**config.mk**
```make
export PLATFORM = sky130hd
export DESIGN_NAME = interp_sched
export DESIGN_NICKNAME = d
export VERILOG_FILES = /design/src/rtl/interp_sched.sv
export SDC_FILE = /design/constraint.sdc
export NUM_CORES = 1
export LEC_CHECK = 0
export ABC_AREA = 1
export CAP_MARGIN = 0
export CELL_PAD_IN_SITES_DETAIL_PLACEMENT = 2
export CELL_PAD_IN_SITES_GLOBAL_PLACEMENT = 2
export CORE_ASPECT_RATIO = 0.6
export CORE_UTILIZATION = 27
export CTS_CLUSTER_DIAMETER = 50
export DETAILED_ROUTE_END_ITERATION = 8
export HOLD_SLACK_MARGIN = 0.12
export PLACE_DENSITY = 0.83
export SKIP_CTS_REPAIR_TIMING = 1
export SYNTH_ARGS = -nofsm -noshare
export SYNTH_HDL_FRONTEND = slang
export SYNTH_SLANG_ARGS = --single-unit
```
**constraint.sdc**
```tcl
create_clock -name clk -period 2.15 [get_ports clk]
set_input_delay 0.43 -clock clk [delete_from_list [all_inputs] [get_ports clk]]
set_output_delay 0.43 -clock clk [all_outputs]
set_load 0.01 [all_outputs]
```
**src/rtl/interp_sched.sv**
```systemverilog
// Rate controller for a zero-stuffing interpolator: pulls one sample per L-slot frame
// over valid/ready and emits a gap-free stream of output slots (sample on phase 0, zeros elsewhere).
module interp_sched #(
    parameter int DW = 8,
    parameter int CW = 8
) (
    input  logic          clk,
    input  logic          reset,
    input  logic [3:0]    ratio_cfg,
    input  logic          cfg_load,
    input  logic          enable,
    input  logic          cnt_clr,
    input  logic          in_valid,
    input  logic [DW-1:0] in_data,
    output logic          in_ready,
    output logic          out_valid,
    output logic [DW-1:0] out_data,
    output logic [3:0]    out_phase,
    output logic          out_first,
    output logic          underrun,
    output logic [CW-1:0] underrun_cnt,
    output logic          busy
);

    typedef enum logic [1:0] {IDLE, PRIME, RUN} state_t;

    state_t        state, state_next;
    logic [3:0]    ratio_q;
    logic [3:0]    phase;
    logic [DW-1:0] hold;
    logic          hold_ok;
    logic          last;
    logic          take;
    logic          miss;

    assign last = (phase == ratio_q);
    assign take = in_valid && in_ready;
    // A phase-0 slot without a held sample is the visible symptom of a missed fetch.
    assign miss = (state == RUN) && (phase == 4'd0) && !hold_ok;
    assign busy = (state != IDLE);

    // NOTE: sequential state uses non-blocking assignments so every register samples pre-edge values.
    always_ff @(posedge clk) begin
        if (reset) state <= IDLE;
        else       state <= state_next;
    end

    // NOTE: defaults first so every path assigns every output and no latch is inferred.
    always_comb begin
        state_next = state;
        in_ready   = 1'b0;
        case (state)
            IDLE: begin
                if (enable) state_next = PRIME;
            end
            PRIME: begin
                in_ready = enable;
                if (!enable)       state_next = IDLE;
                else if (in_valid) state_next = RUN;
            end
            RUN: begin
                // enable is only honoured at the frame boundary, so frames always complete.
                if (last) begin
                    in_ready = enable;
                    if (!enable) state_next = IDLE;
                end
            end
            default: state_next = IDLE;
        endcase
    end

    always_ff @(posedge clk) begin
        if (reset) begin
            ratio_q      <= 4'd3;
            phase        <= 4'd0;
            hold         <= '0;
            hold_ok      <= 1'b0;
            out_valid    <= 1'b0;
            out_data     <= '0;
            out_phase    <= 4'd0;
            out_first    <= 1'b0;
            underrun     <= 1'b0;
            underrun_cnt <= '0;
        end else begin
            underrun <= miss;
            if (cnt_clr)
                underrun_cnt <= '0;
            else if (miss && (underrun_cnt != {CW{1'b1}}))
                underrun_cnt <= underrun_cnt + CW'(1);

            case (state)
                RUN: begin
                    out_valid <= 1'b1;
                    out_phase <= phase;
                    out_first <= (phase == 4'd0);
                    out_data  <= ((phase == 4'd0) && hold_ok) ? hold : '0;
                    phase     <= last ? 4'd0 : phase + 4'd1;
                    if (last && enable) begin
                        if (in_valid) begin
                            hold    <= in_data;
                            hold_ok <= 1'b1;
                        end else begin
                            hold_ok <= 1'b0;
                        end
                    end
                end
                PRIME: begin
                    out_valid <= 1'b0;
                    out_data  <= '0;
                    out_phase <= 4'd0;
                    out_first <= 1'b0;
                    if (take) begin
                        hold    <= in_data;
                        hold_ok <= 1'b1;
                        phase   <= 4'd0;
                    end
                end
                default: begin
                    out_valid <= 1'b0;
                    out_data  <= '0;
                    out_phase <= 4'd0;
                    out_first <= 1'b0;
                    if (cfg_load) ratio_q <= ratio_cfg;
                end
            endcase
        end
    end

endmodule

```
==> summary.md, run 1 <==
| Metric | Value |
|---|---|
| Routed vias/inst | `4.515` |
| CP Max Fanout | `3` |
| Slew headroom | `69.38%` |
| Count of different cell masters after synthesis | `29` |
| # DRC | `0` |
| Crit path capture type | `primary output` |
| Max-Cap Viols | `0` |
| Initial antenna violation count | `0` |
| Seq/Total Area, Yosys | `45.13%` |
| Syn Inst Count | `248` |
| LEAKAGE | `1.091 nW` |
| Clock Skews | `0.002732 ns` |
| Core ar. | `6676 um^2` |
| Gpl congestion | `0.7810` |
| First-pass DRT Iterations | `4` |
| Std cell rows | `23` |
| Ant diodes | `0` |
| Vias in the first global route | `1867` |
| HP Start | `hold[2]$_SDFFE_PP0P_` |
| WL/cell | `14.97 um` |
| FF-to-FF path depth | `9` |
| Initial Util | `27.90%` |
| Hold path cells | `2` |
| Routed via count | `1761` |
| FF-to-FF setup slack | `0.27 ns` |
| Total global routing overflow | `0` |
| H-tree lvl count | `2` |
| RSZ-0062 raised after global routing | `no` |
| Final Hold Fails | `0` |
| First-pass GRT wire length | `9480 um` |
| FF-to-FF Start | `phase[0]$_SDFFE_PP0P_` |
| TritonCTS buffer count | `5` |
| Fmax | `0.5063 GHz` |
| CTS tree | `yes` |
| Pin count of the biggest net entering global routing | `20` |
| Worst-margin pin slew | `0.4576 ns` |
| WL final | `5839 um` |
| Share of cells above drive strength 1 | `12.87%` |
| FF-to-FF End | `underrun_cnt[7]$_SDFFE_PP0P_` |
| Hold/Removal Path Class | `reg2reg` |
| Die Footprint | `7248 um^2` |
| Clock transition at path regs | `0.06 ns` |
| Synth Cell Area | `1863 um^2` |
| Clock tree buffer depth | `2` |
| Critical path type | `reg2out` |
| #FFs+latches synth | `42` |
| Sink Count | `42` |
| Port Buffers | `42` |
| Die H | `66.35 um` |
| Final hold slack | `0.4305 ns` |
| Most frequent cells in the layout | `45 x inv_1, 41 x clkdlybuf4s50_1, 38 x nand2_1, 38 x dfxtp_1, 30 x nor2_1` |
| Req. time, crit path | `1.72 ns` |
| DP HPWL | `4219 um` |
| Syn. warnings | `0` |
| Crit path time final | `1.975 ns` |
| Worst Hold Path EP | `out_data[2]$_SDFF_PP0_` |
| CTS root buffer | `clkbuf_16` |
| Initial DRC count | `30` |
| Die W | `109.2 um` |
| Startpoint Class | `flip-flop` |
| Post-Syn Area per Cell | `7.512 um^2` |
| Syn_nets | `272` |
| Setup violators final | `0` |
| Post-Route Setup TNS | `0 ns` |
| Peak ir drop on the vdd network | `0.2648 mV` |
| Commonest non-fill, non-tap cell in the layout | `inv_1` |
| Gr usage total | `17.92%` |
| Area Growth Syn to Fin | `39.76%` |
| # fillers | `778` |
| Status | `complete, no violations` |
| Final worst-path cycle share | `91.87%` |
| Final nets | `326` |
| Max-slew violations | `0` |
| PwrDens | `1020 nW/um^2` |
| Post-DRT Antenna Nets | `0` |
| Crit path DAT | `1.55 ns` |
| Io pins | `43` |
| Clk Latency, worst-skew pair | `0.29 ns` |
==> through the flow <==
stage	total power, mW	instances	util (%)	setup slack (ns)	area, um^2
4_1_cts	2.667	390	38.59	-0.2376	2576
2_1_floorplan	1.561	248	-	0.4717	1863
6_report	2.655	390	39.00	0.1749	2604
3_3_place_gp	1.830	382	36.38	-0.01511	2429
5_1_grt	2.839	390	39.00	0.04358	2604
3_5_place_dp	1.881	382	36.38	-0.04419	2429
==> critical path, stage by stage (launching register included) <==
cell and delay, ns:
dfxtp_1 0.36, inv_1 0.09, ha_1 0.22, inv_1 0.07, clkdlybuf4s50_1 0.53
==> synthesized netlist by cell type, drive strengths merged <==
cell	n	share of area [%]
nor4	1	0.34
dfxtp	42	45
a211oi	1	0.40
ha	6	4.0
buf	3	1.7
clkbuf	2	0.40
inv	50	10
or2	1	0.34
xor2	1	0.47
nand3	18	5.5
o211ai	2	0.81
a21oi	24	6.6
nor3	5	1.9
nor2	32	6.7
nand4	5	1.7
nor3b	1	0.40
nand2	42	9.5
o21a	1	0.40
o21ai	11	3.6
==> per-layer routing <==
layer | GRT usage, % | routed length, um | share of wire, % | up-vias
li1 | - | - | - | 889
met1 | 23.45 | 2932 | 50 | 827
met2 | 28.38 | 2572 | 44 | 36
met3 | 5.714 | 261 | 4.5 | 9
met4 | 4.667 | 73 | 1.3 | 0
met5 | 0 | 0 | 0 | -
==> how the worst max path moves through the flow <==
stage / endpoint / start / cells after the start / slack [ns]
detailed placement: in_ready / enable / 6 / -0.04
global route: underrun_cnt[7]$_SDFFE_PP0P_ / phase[0]$_SDFFE_PP0P_ / 9 / 0.04
finish: busy / state[0]$_SDFFE_PP0P_ / 4 / 0.17
CTS: in_ready / phase[3]$_SDFFE_PP0P_ / 9 / -0.24
floorplan: underrun_cnt[7]$_SDFFE_PP0P_ / state[0]$_SDFFE_PP0P_ / 10 / 0.47
global placement: in_ready / enable / 6 / -0.02
==> registers in the layout, indices dropped and copies added (netlist names) <==
name / cells
out_phase: 4
out_valid: 1
state: 2
underrun: 1
ratio_q: 4
out_first: 1
hold: 8
hold_ok: 1
phase: 4
underrun_cnt: 8
out_data: 8
==> cells by family after synthesis <==
group | share of synthesized area [%]
simple gates | 26.39
flops | 45.13
xor+xnor | 0.4702
compound gates | 11.82
fa+ha+maj | 4.029
buf+inv | 12.16
==> cell type report <==
cell class	instances	area (um^2)	share of cell area, %
flip-flops and latches	42	853.3	32.77
multi-input cells	151	808.3	31.04
repair buffers	52	498.0	19.13
inverters	50	187.7	7.208
clock buffers	7	142.6	5.478
well taps	87	108.9	4.181
clock inverters	1	5.005	0.1922
==> report_power, final <==
group	switching [mW]	internal, mW
sequential	0.0833	0.909
clock	0.310	0.461
combinational	0.549	0.343
total	0.942	1.71
Note: power is estimated with default switching activity, not from simulation.
==> run 2: changes to the inputs <==
- CORE_UTILIZATION: 27 -> 29
- CTS_BUF_LIST: not set -> sky130_fd_sc_hd__clkbuf_8
- MAX_ROUTING_LAYER: not set -> met4
- PLACE_DENSITY: 0.83 -> 0.88
==> summary.md, run 2 (synthesis results as in run 1) <==
| Metric | Value |
|---|---|
| Final setup margin | `0.1619 ns (was 0.1749 ns)` |
| Io pins | `43 (unchanged)` |
| Net Switching | `0.8667 mW (was 0.9424 mW)` |
| Initial DRC count | `35 (was 30)` |
| Std cell rows | `22 (was 23)` |
| RSZ-0062 raised after global routing | `no (unchanged)` |
| Startpoint Class | `flip-flop (unchanged)` |
| Initial Util | `30.22% (was 27.90%)` |
| Clock Skews | `0.004467 ns (was 0.002732 ns)` |
| Total global routing overflow | `0 (unchanged)` |
| H-tree lvl count | `2 (unchanged)` |
| Status | `complete, no violations (unchanged)` |
| LEAKAGE | `1.054 nW (was 1.091 nW)` |
| Net Sw Frac | `36.80% (was 35.49%)` |
| Worst path buffer plus inverter count | `3 (unchanged)` |
| Worst-margin pin slew | `0.4555 ns (was 0.4576 ns)` |
| Clk Latency, worst-skew pair | `0.29 ns (about the same)` |
| FF-to-FF setup slack | `0.23 ns (was 0.27 ns)` |
| Crit path time final | `1.988 ns (was 1.975 ns)` |
| Hold/Removal Path Class | `reg2reg (unchanged)` |
| Clock power share | `21.1% (was 29.0%)` |
| CP Max Fanout | `3 (unchanged)` |
| Fmax | `0.5030 GHz (was 0.5063 GHz)` |
| Core ar. | `6166 um^2 (was 6676 um^2)` |
| WL final | `5342 um (was 5839 um)` |
| Gr usage total | `17.97% (was 17.92%)` |
| Area Growth Syn to Fin | `35.12% (was 39.76%)` |
| Crit path DAT | `1.56 ns (was 1.55 ns)` |
| Crit path capture type | `primary output (unchanged)` |
| TritonCTS buffer count | `5 (unchanged)` |
| Flop pwr share | `41.8% (was 37.4%)` |
| Port Buffers | `42 (unchanged)` |
| Clock transition at path regs | `0.07 ns (was 0.06 ns)` |
| Final Hold Fails | `0 (unchanged)` |
| Worst slack, placed | `-0.09551 ns (was -0.04419 ns)` |
| # fillers | `734 (was 778)` |
| Share of cells above drive strength 1 | `12.00% (was 12.87%)` |
| Die W | `105.5 um (was 109.2 um)` |
| Pin count of the biggest net entering global routing | `20 (unchanged)` |
| Logic pwr share | `37.1% (was 33.6%)` |
| Critical path, cell by cell | `inv_1, ha_1, inv_1, clkdlybuf4s50_1 (unchanged)` |
| Max-Cap Viols | `0 (unchanged)` |
| Final instance area | `2517 um^2 (was 2604 um^2)` |
| Sink Count | `42 (unchanged)` |
| Top Registers | `hold x8, out_data x8, underrun_cnt x8 (unchanged)` |
| CTS root buffer | `clkbuf_8 (was clkbuf_16)` |
| Worst path max stage delay | `0.55 ns (was 0.53 ns)` |
| Peak ir drop on the vdd network | `0.2919 mV (was 0.2648 mV)` |
| Max-slew violations | `0 (unchanged)` |
| Initial antenna violation count | `0 (unchanged)` |
| PwrDens | `935.5 nW/um^2 (was 1020 nW/um^2)` |
| Req. time, crit path | `1.72 ns (about the same)` |
| WL/cell | `13.91 um (was 14.97 um)` |
| Slew headroom | `69.52% (was 69.38%)` |
| Worst path slowest cell | `clkdlybuf4s50_1 (unchanged)` |
| Die H | `64.09 um (was 66.35 um)` |
| Post-Route Setup TNS | `0 ns (unchanged)` |
| CTS tree | `yes (unchanged)` |
| Clock tree buffer depth | `2 (unchanged)` |
| Setup violators final | `0 (unchanged)` |
| Final worst-path cycle share | `92.47% (was 91.87%)` |
| DP HPWL | `4196 um (was 4219 um)` |
| Routed vias/inst | `4.589 (was 4.515)` |
| Placement-stage cell area | `2417 um^2 (was 2429 um^2)` |
| Die Footprint | `6759 um^2 (was 7248 um^2)` |
| Ant diodes | `0 (unchanged)` |
| Total power | `2.355 mW (was 2.655 mW)` |
| Gpl congestion | `0.8636 (was 0.7810)` |
| Final nets | `325 (was 326)` |
| Most frequent cells in the layout | `45 x inv_1, 41 x clkdlybuf4s50_1, 38 x nand2_1, 38 x dfxtp_1, 30 x nor2_1 (unchanged)` |
| Crit path top cell by count | `inv_1 (unchanged)` |
| Vias in the first global route | `1853 (was 1867)` |
| Commonest non-fill, non-tap cell in the layout | `inv_1 (unchanged)` |
| Largest delay share family, worst path | `buffers and inverters (unchanged)` |
| Critical path type | `reg2out (unchanged)` |
| # DRC | `0 (unchanged)` |
| First-pass DRT Iterations | `4 (unchanged)` |
| First-pass GRT wire length | `9039 um (was 9480 um)` |
| Routed via count | `1762 (was 1761)` |
| Post-DRT Antenna Nets | `0 (unchanged)` |
| Internal | `1.488 mW (was 1.713 mW)` |
-- run 2: cell types whose count changed in the layout (fill, tap and decap cells not counted), sizes merged --
cell and change:
clkbuf -1, buf -1, clkinv -1
-- run 2: through the flow --
step | std cells | utilization [%] | hold slack [ns]
finish | 384 | 40.83 | 0.4280
global route | 384 | 40.83 | 0.4511
CTS | 384 | 40.54 | 0.4411
detailed placement | 378 | 39.20 | 0.4282
global placement | 378 | 39.20 | 0.4198
floorplan | 248 | - | 0.4081
-- run 2: worst reg2reg max path: stages, from the launching register on --
cell and delay (ns):
dfxtp_1 0.33, inv_1 0.08, ha_1 0.18, buf_4 0.18, inv_1 0.08, nor3_2 0.18, nand2_1 0.10, nor2_1 0.28
nand4_1 0.16, o21ai_0 0.18, a21oi_1 0.06
-- run 2: metal layers --
| metal | share of wire (%) | routed length [um] | vias to the layer above | global-route usage [%] |
|---|---|---|---|---|
| met5 | 0 | 0 | - | - |
| li1 | - | - | 880 | - |
| met1 | 50 | 2669 | 849 | 23.00 |
| met3 | 3.3 | 174 | 5 | 4.388 |
| met2 | 46 | 2463 | 28 | 29.19 |
| met4 | 0.64 | 34 | 0 | 3.169 |
-- run 2: path summary, 6_finish.rpt --
check / from / to / cells past startpoint
max: state[0]$_SDFFE_PP0P_ / busy / 4
min: hold[0]$_SDFFE_PP0P_ / out_data[0]$_SDFF_PP0_ / 2
max reg2reg: state[0]$_SDFFE_PP0P_ / underrun_cnt[7]$_SDFFE_PP0P_ / 10
min reg2reg: hold[0]$_SDFFE_PP0P_ / out_data[0]$_SDFF_PP0_ / 2
-- run 2: area by class of cell --
type	count	area, um^2	share of cell area, %
sequential	42	850.8	33.80
multi-input combinational	151	800.8	31.81
timing repair buffer	51	490.5	19.48
inverter	50	187.7	7.455
tap	84	105.1	4.175
clock buffer	6	82.58	3.280
-- run 2: power groups by stage --
stage	clock network, mW	logic [mW]	registers, mW
floorplan	0	0.570	0.991
global placement	0	0.823	0.997
finish	0.498	0.873	0.984
CTS	0.518	0.875	0.987
detailed placement	0	0.867	1.00
global route	0.551	0.990	1.00
